### config.mk
export PLATFORM = sky130hd
export DESIGN_NAME = ita_bridge
export DESIGN_NICKNAME = d
export VERILOG_FILES = /design/src/rtl/ita_bridge_pkg.sv /design/src/rtl/ita_addr_dec.sv /design/src/rtl/ita_bridge.sv
export SDC_FILE = /design/constraint.sdc
export NUM_CORES = 1
export LEC_CHECK = 0
export ABC_AREA = 1
export CORE_MARGIN = 2
export CORE_UTILIZATION = 30
export DETAILED_ROUTE_END_ITERATION = 12
export SETUP_SLACK_MARGIN = 0.02
export SYNTH_ARGS = -nofsm -noshare
export SYNTH_HDL_FRONTEND = slang
export SYNTH_SLANG_ARGS = --single-unit
### constraint.sdc
create_clock -name clk -period 10.5 [get_ports clk]
set_input_delay 2.1 -clock clk [delete_from_list [all_inputs] [get_ports clk]]
set_output_delay 2.1 -clock clk [all_outputs]
set_load 0.005 [all_outputs]
### src/rtl/ita_bridge_pkg.sv
// Shared definitions for the ITA peripheral bridge: FSM encoding, default
// slave region decode constants and the error-completion read data.
package ita_bridge_pkg;

  typedef enum logic [1:0] {
    ST_IDLE = 2'd0,
    ST_REQ  = 2'd1,
    ST_RESP = 2'd2
  } ita_state_e;

  localparam logic [31:0] ITA_SLV0_BASE = 32'h1000_0000;
  localparam logic [31:0] ITA_SLV0_MASK = 32'hFFFF_F000;
  localparam logic [31:0] ITA_SLV1_BASE = 32'h1000_1000;
  localparam logic [31:0] ITA_SLV1_MASK = 32'hFFFF_F000;

  // Read data returned on error completions (sliced to XLEN by users)
  localparam logic [63:0] ITA_ERR_RDATA = 64'h0;

  // A command is legal when exactly one of write/read is requested
  function automatic logic ita_cmd_legal(input logic wr, input logic rd);
    return wr ^ rd;
  endfunction

endpackage

### src/rtl/ita_addr_dec.sv
// Combinational two-region address decoder: one-hot slave select plus miss
// flag. Slave 0 has priority when both regions match.
module ita_addr_dec
  import ita_bridge_pkg::*;
#(
  parameter int              AW      = 32,
  parameter logic [AW-1:0]   S0_BASE = AW'(ITA_SLV0_BASE),
  parameter logic [AW-1:0]   S0_MASK = AW'(ITA_SLV0_MASK),
  parameter logic [AW-1:0]   S1_BASE = AW'(ITA_SLV1_BASE),
  parameter logic [AW-1:0]   S1_MASK = AW'(ITA_SLV1_MASK)
) (
  input  logic [AW-1:0] addr,
  output logic [1:0]    sel,
  output logic          miss
);

  logic hit0_s;
  logic hit1_s;

  assign hit0_s = ((addr & S0_MASK) == S0_BASE);
  assign hit1_s = ((addr & S1_MASK) == S1_BASE);
  assign miss   = ~(hit0_s | hit1_s);

  // Priority-encode the region hits into a one-hot select
  always_comb begin
    sel = 2'b00;
    if (hit0_s) begin
      sel = 2'b01;
    end else if (hit1_s) begin
      sel = 2'b10;
    end else begin
      sel = 2'b00;
    end
  end

endmodule

### src/rtl/ita_bridge.sv
// ITA peripheral bridge: accepts one LSU non-RAM access, decodes it to one of
// two slaves, forwards it with valid/ready and returns a one-cycle completion.
// Decode misses, illegal commands and slave timeouts complete with zero data
// and are logged in sticky error registers.
// Optional feature macro: ITA_TIMEOUT_EN (REQ timeout counter and abort).
module ita_bridge
  import ita_bridge_pkg::*;
#(
  parameter int                 PC_SIZE   = 32,
  parameter int                 XLEN      = 32,
  parameter logic [PC_SIZE-1:0] SLV0_BASE = PC_SIZE'(ITA_SLV0_BASE),
  parameter logic [PC_SIZE-1:0] SLV0_MASK = PC_SIZE'(ITA_SLV0_MASK),
  parameter logic [PC_SIZE-1:0] SLV1_BASE = PC_SIZE'(ITA_SLV1_BASE),
  parameter logic [PC_SIZE-1:0] SLV1_MASK = PC_SIZE'(ITA_SLV1_MASK),
  parameter int                 TIMEOUT   = 16
) (
  input  logic               clk,
  input  logic               rst,
  input  logic               ita_i_valid,
  input  logic               ita_i_wr,
  input  logic               ita_i_rd,
  input  logic [PC_SIZE-1:0] ita_i_addr,
  input  logic [XLEN-1:0]    ita_i_wdata,
  output logic [XLEN-1:0]    ita_o_rdata,
  output logic               ita_o_ready,
  output logic [1:0]         slv_o_sel,
  output logic               slv_o_valid,
  output logic               slv_o_wr,
  output logic               slv_o_rd,
  output logic [PC_SIZE-1:0] slv_o_addr,
  output logic [XLEN-1:0]    slv_o_wdata,
  input  logic [XLEN-1:0]    slv0_i_rdata,
  input  logic [XLEN-1:0]    slv1_i_rdata,
  input  logic               slv0_i_ready,
  input  logic               slv1_i_ready,
  input  logic               err_i_clr,
  output logic               bridge_o_err,
  output logic [PC_SIZE-1:0] bridge_o_err_addr
);

  localparam logic [XLEN-1:0] ERR_RDATA = ITA_ERR_RDATA[XLEN-1:0];

  ita_state_e         state_r, state_nxt;
  logic [1:0]         sel_r, sel_nxt, dec_sel_s;
  logic               dec_miss_s;
  logic               valid_r, ready_r;
  logic [XLEN-1:0]    rdata_r, rdata_nxt;
  logic               wr_r, rd_r;
  logic [PC_SIZE-1:0] addr_r;
  logic [XLEN-1:0]    wdata_r;
  logic               err_r, err_set_s;
  logic [PC_SIZE-1:0] err_addr_r, err_addr_s;
  logic               slv_ready_s;
  logic [XLEN-1:0]    slv_rdata_s;
  logic               tmo_hit_s;

  ita_addr_dec #(
    .AW      (PC_SIZE),
    .S0_BASE (SLV0_BASE),
    .S0_MASK (SLV0_MASK),
    .S1_BASE (SLV1_BASE),
    .S1_MASK (SLV1_MASK)
  ) u_dec (
    .addr (ita_i_addr),
    .sel  (dec_sel_s),
    .miss (dec_miss_s)
  );

  // Only the selected slave is observed; sel_r is zero outside REQ
  assign slv_ready_s = (sel_r[0] & slv0_i_ready) | (sel_r[1] & slv1_i_ready);
  assign slv_rdata_s = sel_r[0] ? slv0_i_rdata : slv1_i_rdata;

`ifdef ITA_TIMEOUT_EN
  localparam int              TMO_W    = $clog2(TIMEOUT + 1);
  localparam logic [TMO_W-1:0] TMO_LAST = TMO_W'(TIMEOUT - 1);
  logic [TMO_W-1:0] tmo_cnt_r;

  // Count REQ cycles; zero whenever not in REQ so each entry starts fresh
  always_ff @(posedge clk or posedge rst) begin
    if (rst) begin
      tmo_cnt_r <= {TMO_W{1'b0}};
    end else if (state_r == ST_REQ) begin
      tmo_cnt_r <= tmo_cnt_r + TMO_W'(1);
    end else begin
      tmo_cnt_r <= {TMO_W{1'b0}};
    end
  end

  assign tmo_hit_s = (tmo_cnt_r == TMO_LAST);
`else
  assign tmo_hit_s = 1'b0;
`endif

  // Next-state, next-output and error-event decode
  always_comb begin
    state_nxt  = state_r;
    sel_nxt    = 2'b00;
    rdata_nxt  = ERR_RDATA;
    err_set_s  = 1'b0;
    err_addr_s = addr_r;
    case (state_r)
      ST_IDLE: begin
        if (ita_i_valid) begin
          if (dec_miss_s || !ita_cmd_legal(ita_i_wr, ita_i_rd)) begin
            state_nxt  = ST_RESP;
            err_set_s  = 1'b1;
            err_addr_s = ita_i_addr;
          end else begin
            state_nxt = ST_REQ;
            sel_nxt   = dec_sel_s;
          end
        end else begin
          state_nxt = ST_IDLE;
        end
      end
      ST_REQ: begin
        if (slv_ready_s) begin
          state_nxt = ST_RESP;
          rdata_nxt = rd_r ? slv_rdata_s : ERR_RDATA;
        end else if (tmo_hit_s) begin
          state_nxt = ST_RESP;
          err_set_s = 1'b1;
        end else begin
          state_nxt = ST_REQ;
          sel_nxt   = sel_r;
        end
      end
      ST_RESP: begin
        state_nxt = ST_IDLE;
      end
      default: begin
        state_nxt = ST_IDLE;
      end
    endcase
  end

  // State and handshake output registers
  always_ff @(posedge clk or posedge rst) begin
    if (rst) begin
      state_r <= ST_IDLE;
      sel_r   <= 2'b00;
      valid_r <= 1'b0;
      ready_r <= 1'b0;
      rdata_r <= {XLEN{1'b0}};
    end else begin
      state_r <= state_nxt;
      sel_r   <= sel_nxt;
      valid_r <= (state_nxt == ST_REQ);
      ready_r <= (state_nxt == ST_RESP);
      rdata_r <= rdata_nxt;
    end
  end

  // Capture the command when it is accepted in IDLE
  always_ff @(posedge clk or posedge rst) begin
    if (rst) begin
      wr_r    <= 1'b0;
      rd_r    <= 1'b0;
      addr_r  <= {PC_SIZE{1'b0}};
      wdata_r <= {XLEN{1'b0}};
    end else if ((state_r == ST_IDLE) && ita_i_valid) begin
      wr_r    <= ita_i_wr;
      rd_r    <= ita_i_rd;
      addr_r  <= ita_i_addr;
      wdata_r <= ita_i_wdata;
    end
  end

  // Sticky error flag and first-error address; a new error beats a clear
  always_ff @(posedge clk or posedge rst) begin
    if (rst) begin
      err_r      <= 1'b0;
      err_addr_r <= {PC_SIZE{1'b0}};
    end else if (err_set_s) begin
      err_r <= 1'b1;
      if (!err_r || err_i_clr) begin
        err_addr_r <= err_addr_s;
      end
    end else if (err_i_clr) begin
      err_r      <= 1'b0;
      err_addr_r <= {PC_SIZE{1'b0}};
    end
  end

  assign ita_o_rdata       = rdata_r;
  assign ita_o_ready       = ready_r;
  assign slv_o_sel         = sel_r;
  assign slv_o_valid       = valid_r;
  assign slv_o_wr          = wr_r;
  assign slv_o_rd          = rd_r;
  assign slv_o_addr        = addr_r;
  assign slv_o_wdata       = wdata_r;
  assign bridge_o_err      = err_r;
  assign bridge_o_err_addr = err_addr_r;

endmodule

Word level (Yosys, flattened, before mapping)
Index checks and enable logic that the tools add are counted.
{ "classes": {"reduce_logical": 8, "n_mul": 0, "muxes": 25, "n_div": 0, "n_eq_ne": 7, "bitwise_logic": 6, "n_shift": 0, "magnitude_cmp": 0, "n_addsub": 0} }
{ "ops": {"columns": ["op", "n"], "rows": [
  ["$mux 32", 10],
  ["$eq 20x17->1 const B", 2],
  ["$mux 2", 8],
  ["$pmux 2 s2", 2],
  ["$mux 1", 5],
  ["$eq 2x1->1 const B", 2],
  ["$and 1x1->1", 2],
  ["$eq 2x2->1 const B", 1],
  ["$logic_not 1->1", 2],
  ["$logic_not 2->1", 1],
  ["$logic_or 1x1->1", 2],
  ["$ne 2x1->1 const B", 1],
  ["$ne 2x2->1 const B", 1],
  ["$or 1x1->1", 2],
  ["$reduce_and 2->1", 1],
  ["$reduce_bool 2->1", 1],
  ["$logic_and 1x1->1", 1],
  ["$not 1->1", 1],
  ["$xor 1x1->1", 1]
]} }
{ "word_totals": {"ramBits": 0, "in_bits": 136, "romBits": 0, "reg_bits": 137, "latchBits": 0, "n_memories": 0, "output_inout_bits": 135, "wordCells": 57} }

Depth between registers and ports, before layout
{ "logic_depth": {"ltp_word": 9, "ltp_mapped": 12, "ltp_nobuf": 11} }

Hierarchy
A second synthesis with hierarchy kept.
{ "unflattened": {"cells_unflattened": 591, "hier_area_um2": 5567.8} }
{ "modules_own_cells": {"columns": ["module", "area_each_um2", "cells_each", "n_inst", "seq_area_each_um2"], "rows": [
  ["ita_bridge", 5466.5, 567, 1, 3428.3],
  ["ita_addr_dec", 101.3, 24, 1, 0.0]
]} }

Worst setup path after synthesis
No wires, ideal clock.
{ "synth_timing": {"kind": "input to register", "from": "input port ita_i_addr[26]", "to": "register err_addr_r[0] (netlist: bridge_o_err_addr[0])", "arrival_ps": 3056, "n_path_buf": 1, "required_time_ps": 10383, "setup_ps": 117, "setup_slack_ps": 7327, "cell_stages": 11, "path_cell_list": "nor2_1 nand2_1 nor2_2 nand3_1 nand2_2 nand2_4 nand2_4 nand2_4 buf_6 nand3_2 nand2_1"} }
{ "synth_via": {"elab_chain_len": 9, "word_cells_on_any_way": 16, "cone_classes": "eq/ne (3); mux (8); bitwise (2); reduce/logical (3)"} }
{ "synth_rtl": {"columns": ["item", "line", "rtl"], "rows": [
  ["start: declaration", "ita_bridge.sv:22", "input logic [PC_SIZE-1:0] ita_i_addr,"],
  ["$eq 20x17->1 (on tied branches)", "ita_addr_dec.sv:20, ita_addr_dec.sv:21", null],
  ["$or 1x1->1 (*)", "ita_addr_dec.sv:22", "assign miss = ~(hit0_s | hit1_s);"],
  ["$not 1->1 (*)", "ita_addr_dec.sv:22", null],
  ["$logic_or 1x1->1 (*)", "ita_bridge.sv:104", "if (dec_miss_s || !ita_cmd_legal(ita_i_wr, ita_i_rd)) begin"],
  ["$mux 1 / $mux 32 (equally long branches)", "ita_bridge.sv:104", null],
  ["$mux 1 / $mux 32 (equally long branches)", "ita_bridge.sv:103", "if (ita_i_valid) begin"],
  ["$mux 1 / $mux 32 (equally long branches)", null, null],
  ["$ne 2x1->1 (no line) (tied with other cells)", null, null],
  ["$reduce_and 2->1 (no line) / $mux 32 (equally long branches)", null, null],
  ["end signal: assignment", "ita_bridge.sv:173", "err_addr_r <= {PC_SIZE{1'b0}};"],
  ["end signal: assignment", "ita_bridge.sv:177", "err_addr_r <= err_addr_s;"],
  ["end signal: assignment", "ita_bridge.sv:181", "err_addr_r <= {PC_SIZE{1'b0}};"],
  ["end: declaration", "ita_bridge.sv:52", "logic [PC_SIZE-1:0] err_addr_r, err_addr_s;"]
]} }
Every way passes the cells marked *; elsewhere a longest branch is shown, timed or not. The select of a mux whose other input is x is not followed.
A chain may end at the register's enable or synchronous reset.

Worst setup path after layout
{ "layout_timing": {"from": "input port ita_i_valid", "to": "register err_addr_r[31] (netlist: bridge_o_err_addr[31])"} }
{ "layout_via": {"elab_chain_len": 4, "word_cells_on_any_way": 9, "cone_classes": "eq/ne (1); mux (6); reduce/logical (2)"} }
{ "layout_rtl": {"columns": ["item", "line", "rtl"], "rows": [
  ["start: declaration", "ita_bridge.sv:19", "input logic ita_i_valid,"],
  ["$mux 1 / $mux 32 (equally long branches)", "ita_bridge.sv:103", null],
  ["$mux 1 / $mux 32 (equally long branches)", null, null],
  ["$ne 2x1->1 (no line) (tied with other cells)", null, null],
  ["$reduce_and 2->1 (no line) / $mux 32 (equally long branches)", null, null]
]} }
Several ways; a longest one is shown, not always the timed one. The select of a mux whose other input is x is not followed.

==> flow_summary.yaml <==
run_status:
  status: "finished clean"
global_routing:
  overflow: 0
  grt_max_degree: 81
  grt_pass1_wl_mm: 27.46
  grt_usage: 0.1771
  antenna_found_initial: 0
  grt_pass1_vias: 5073
setup_path:
  arrival_ns: 5.06
  worstPathCellList: "clkdlybuf4s50_1 -> nand2_2 -> buf_4 -> clkinv_2 -> nand3_4 -> nand3_1 -> nand2_1"
  slowest_stage: "clkinv_2"
  cp_slowest_stage_delay_ns: 0.83
  ff2ff_setup_slack_ns: 7.45
  critPathLaunchType: "primary input"
  worst-setup-path-type: "primary input to flip-flop"
  cp.required_ns: 10.85
  endpoint_kind: "flip-flop"
  crit_fanout: 72
logic_synthesis:
  synth_cell_type_count: 24
  synth-seq-cells: 137
  synth_fp_nets: 760
  syn_inst: 624
  avgSynthCellArea_um2: 9.087
  ys_seq_area_frac: 0.6046
  ys_warn_count: 0
  synth_area_um2: 5670
timing:
  tightest_slew_ns: 1.055
  finalMaxSlewViolations: 0
  setup_viol: 0
  hold_viol: 0
  maxSlewHeadroom: 0.2957
  rsz0062_at_grt: "no"
  min_period_over_period: 0.4483
  setup_tns_ns: 0
  skew_ns: 0.008509
  timing.fmax_mhz: 212.4
  period_needed_ns: 4.707
run:
  cap_viol_max_count: 0
hold_path:
  min-delay-path-class: "flip-flop to flip-flop"
cells_and_area:
  mostFrequentLayoutCell: "nand2_1"
  ff_latch_area_um2: 3428
  final_util: 0.4866
  mostFrequentLayoutCells: "nand2_1, clkdlybuf4s50_1, dfrtp_1, nand3_1, a21oi_1"
  antenna_cells: 0
  drive_gt1_frac: 0.08501
  multi_input_area_um2: 1999
  nFillCells: 1806
  syn2layout_area_growth_pct: 59.97
  nNetsFinal: 1018
place:
  gp_congestion: 0.7192
  portBuffers: 270
  place_hpwl_mm: 12.06
floorplanning:
  rows: 50
  io_pins: 271
  die_area_um2: 20020
  die_y_um: 141.5
  start_util: 0.3042
  die_w_um: 141.5
  core_um2: 18640
cts:
  htree_levels: 4
  numClockSinks: 137
  post_cts_buffers: 0
  cts_root_buf: "clkbuf_16"
  clk_latency_ns: 0.41
  cts_made_buffers: 17
  clk_pin_slew_ns: 0.06
  post_cts_resized: 0
  cts_tree: "built"
  cts_max_path_buffers: 2
  postCtsHoldBufs: 0
detailed_routing:
  firstDrtPassIters: 6
  vias: 4989
  via_per_inst: 4.423
  drc: 0
  antenna_left: 0
  routed_wl_mm: 17.56
  drt_iter0_markers: 239
  routedWlPerCell_um: 15.57
power_and_ir_drop:
  p_leak_nw: 4.341
  peakVddDrop_uv: 106.0
  powerDensity_nw_per_um2: 129.4
  totalPowerFinal_mw: 1.174
## final timing paths
path                                             from                                 to  cells past startpoint
max                                       ita_i_valid  bridge_o_err_addr[31]$_DFFE_PP0P_                      7
min                        slv_o_wdata[5]$_DFFE_PP0P_         slv_o_wdata[5]$_DFFE_PP0P_                      2
max reg2reg                      state_r[1]$_DFF_PP0_  bridge_o_err_addr[31]$_DFFE_PP0P_                      7
min reg2reg                slv_o_wdata[5]$_DFFE_PP0P_         slv_o_wdata[5]$_DFFE_PP0P_                      2
max in group asynchronous                         rst        slv_o_wdata[31]$_DFFE_PP0P_                      3
min in group asynchronous                         rst        slv_o_wdata[30]$_DFFE_PP0P_                      2
## cells in the mapped netlist, drive strengths merged
master	instances	area, µm²
nand2	305	1172
dfrtp	137	3428
nand3	71	518.0
a21oi	32	160.2
clkbuf	20	75.07
buf	16	118.9
nor2	15	58.81
inv	13	48.80
o21ai	9	45.04
nor3	2	10.01
a21boi	1	11.26
a22o	1	8.760
or2	1	6.260
xor2	1	8.760
## layout make-up
type | count | area share
Clock inverter | 10 | 0.01048
Tap cell | 234 | 0.03228
Sequential cell | 137 | 0.3779
Clock buffer | 21 | 0.05076
Timing Repair Buffer | 275 | 0.3021
Multi-Input combinational cell | 438 | 0.2204
Inverter | 13 | 0.006069
## kinds of logic (layout without fill, tap and decap cells)
| kind of cell | after synthesis | in the layout | share of synthesized area |
|---|---|---|---|
| AND/OR/NAND/NOR | 394 | 394 | 0.3113 |
| flip-flops | 137 | 137 | 0.6046 |
| buffers and inverters | 49 | 319 | 0.04281 |
| AO/OA/AOI/OAI | 43 | 43 | 0.03972 |
| XOR/XNOR | 1 | 1 | 0.001545 |
## sequential cells by signal, indices dropped and copies added (netlist names), 2 cells and up
signal and cells:
bridge_o_err_addr 32, ita_o_rdata 32, slv_o_addr 32, slv_o_wdata 32, slv_o_sel 2, state_r 2
## per-stage QoR
step	instance area, µm²	std cells	setup slack, ns	hold slack, ns
after global routing	9071	1128	5.500	0.4934
after global placement	8516	1097	5.334	0.4609
after detailed placement	8516	1097	5.341	0.4650
after CTS	9071	1128	5.779	0.4819
final	9071	1128	5.793	0.4758
after floorplan	5670	624	4.732	0.4724
## critical path, delay by kind of cell
family        cells  cell delay (ns)
simple gates      4             1.07
buf+inv           3             1.83
## power by group
group,total [mW],switching [mW],internal [mW]
registers,0.528,0,0.528
clock network,0.570,0.233,0.338
logic,0.0759,0.0287,0.0471
total,1.17,0.261,0.913
## routing by layer
layer	wire length [µm]	track usage	part of all wire	up-vias
met3	1240	0.06075	0.071	10
met4	106	0.05368	0.0060	0
met5	0	0	0	-
met2	8406	0.2895	0.48	163
met1	7810	0.2226	0.44	2331
li1	-	-	-	2485
Note: power is estimated with default switching activity, not from simulation.
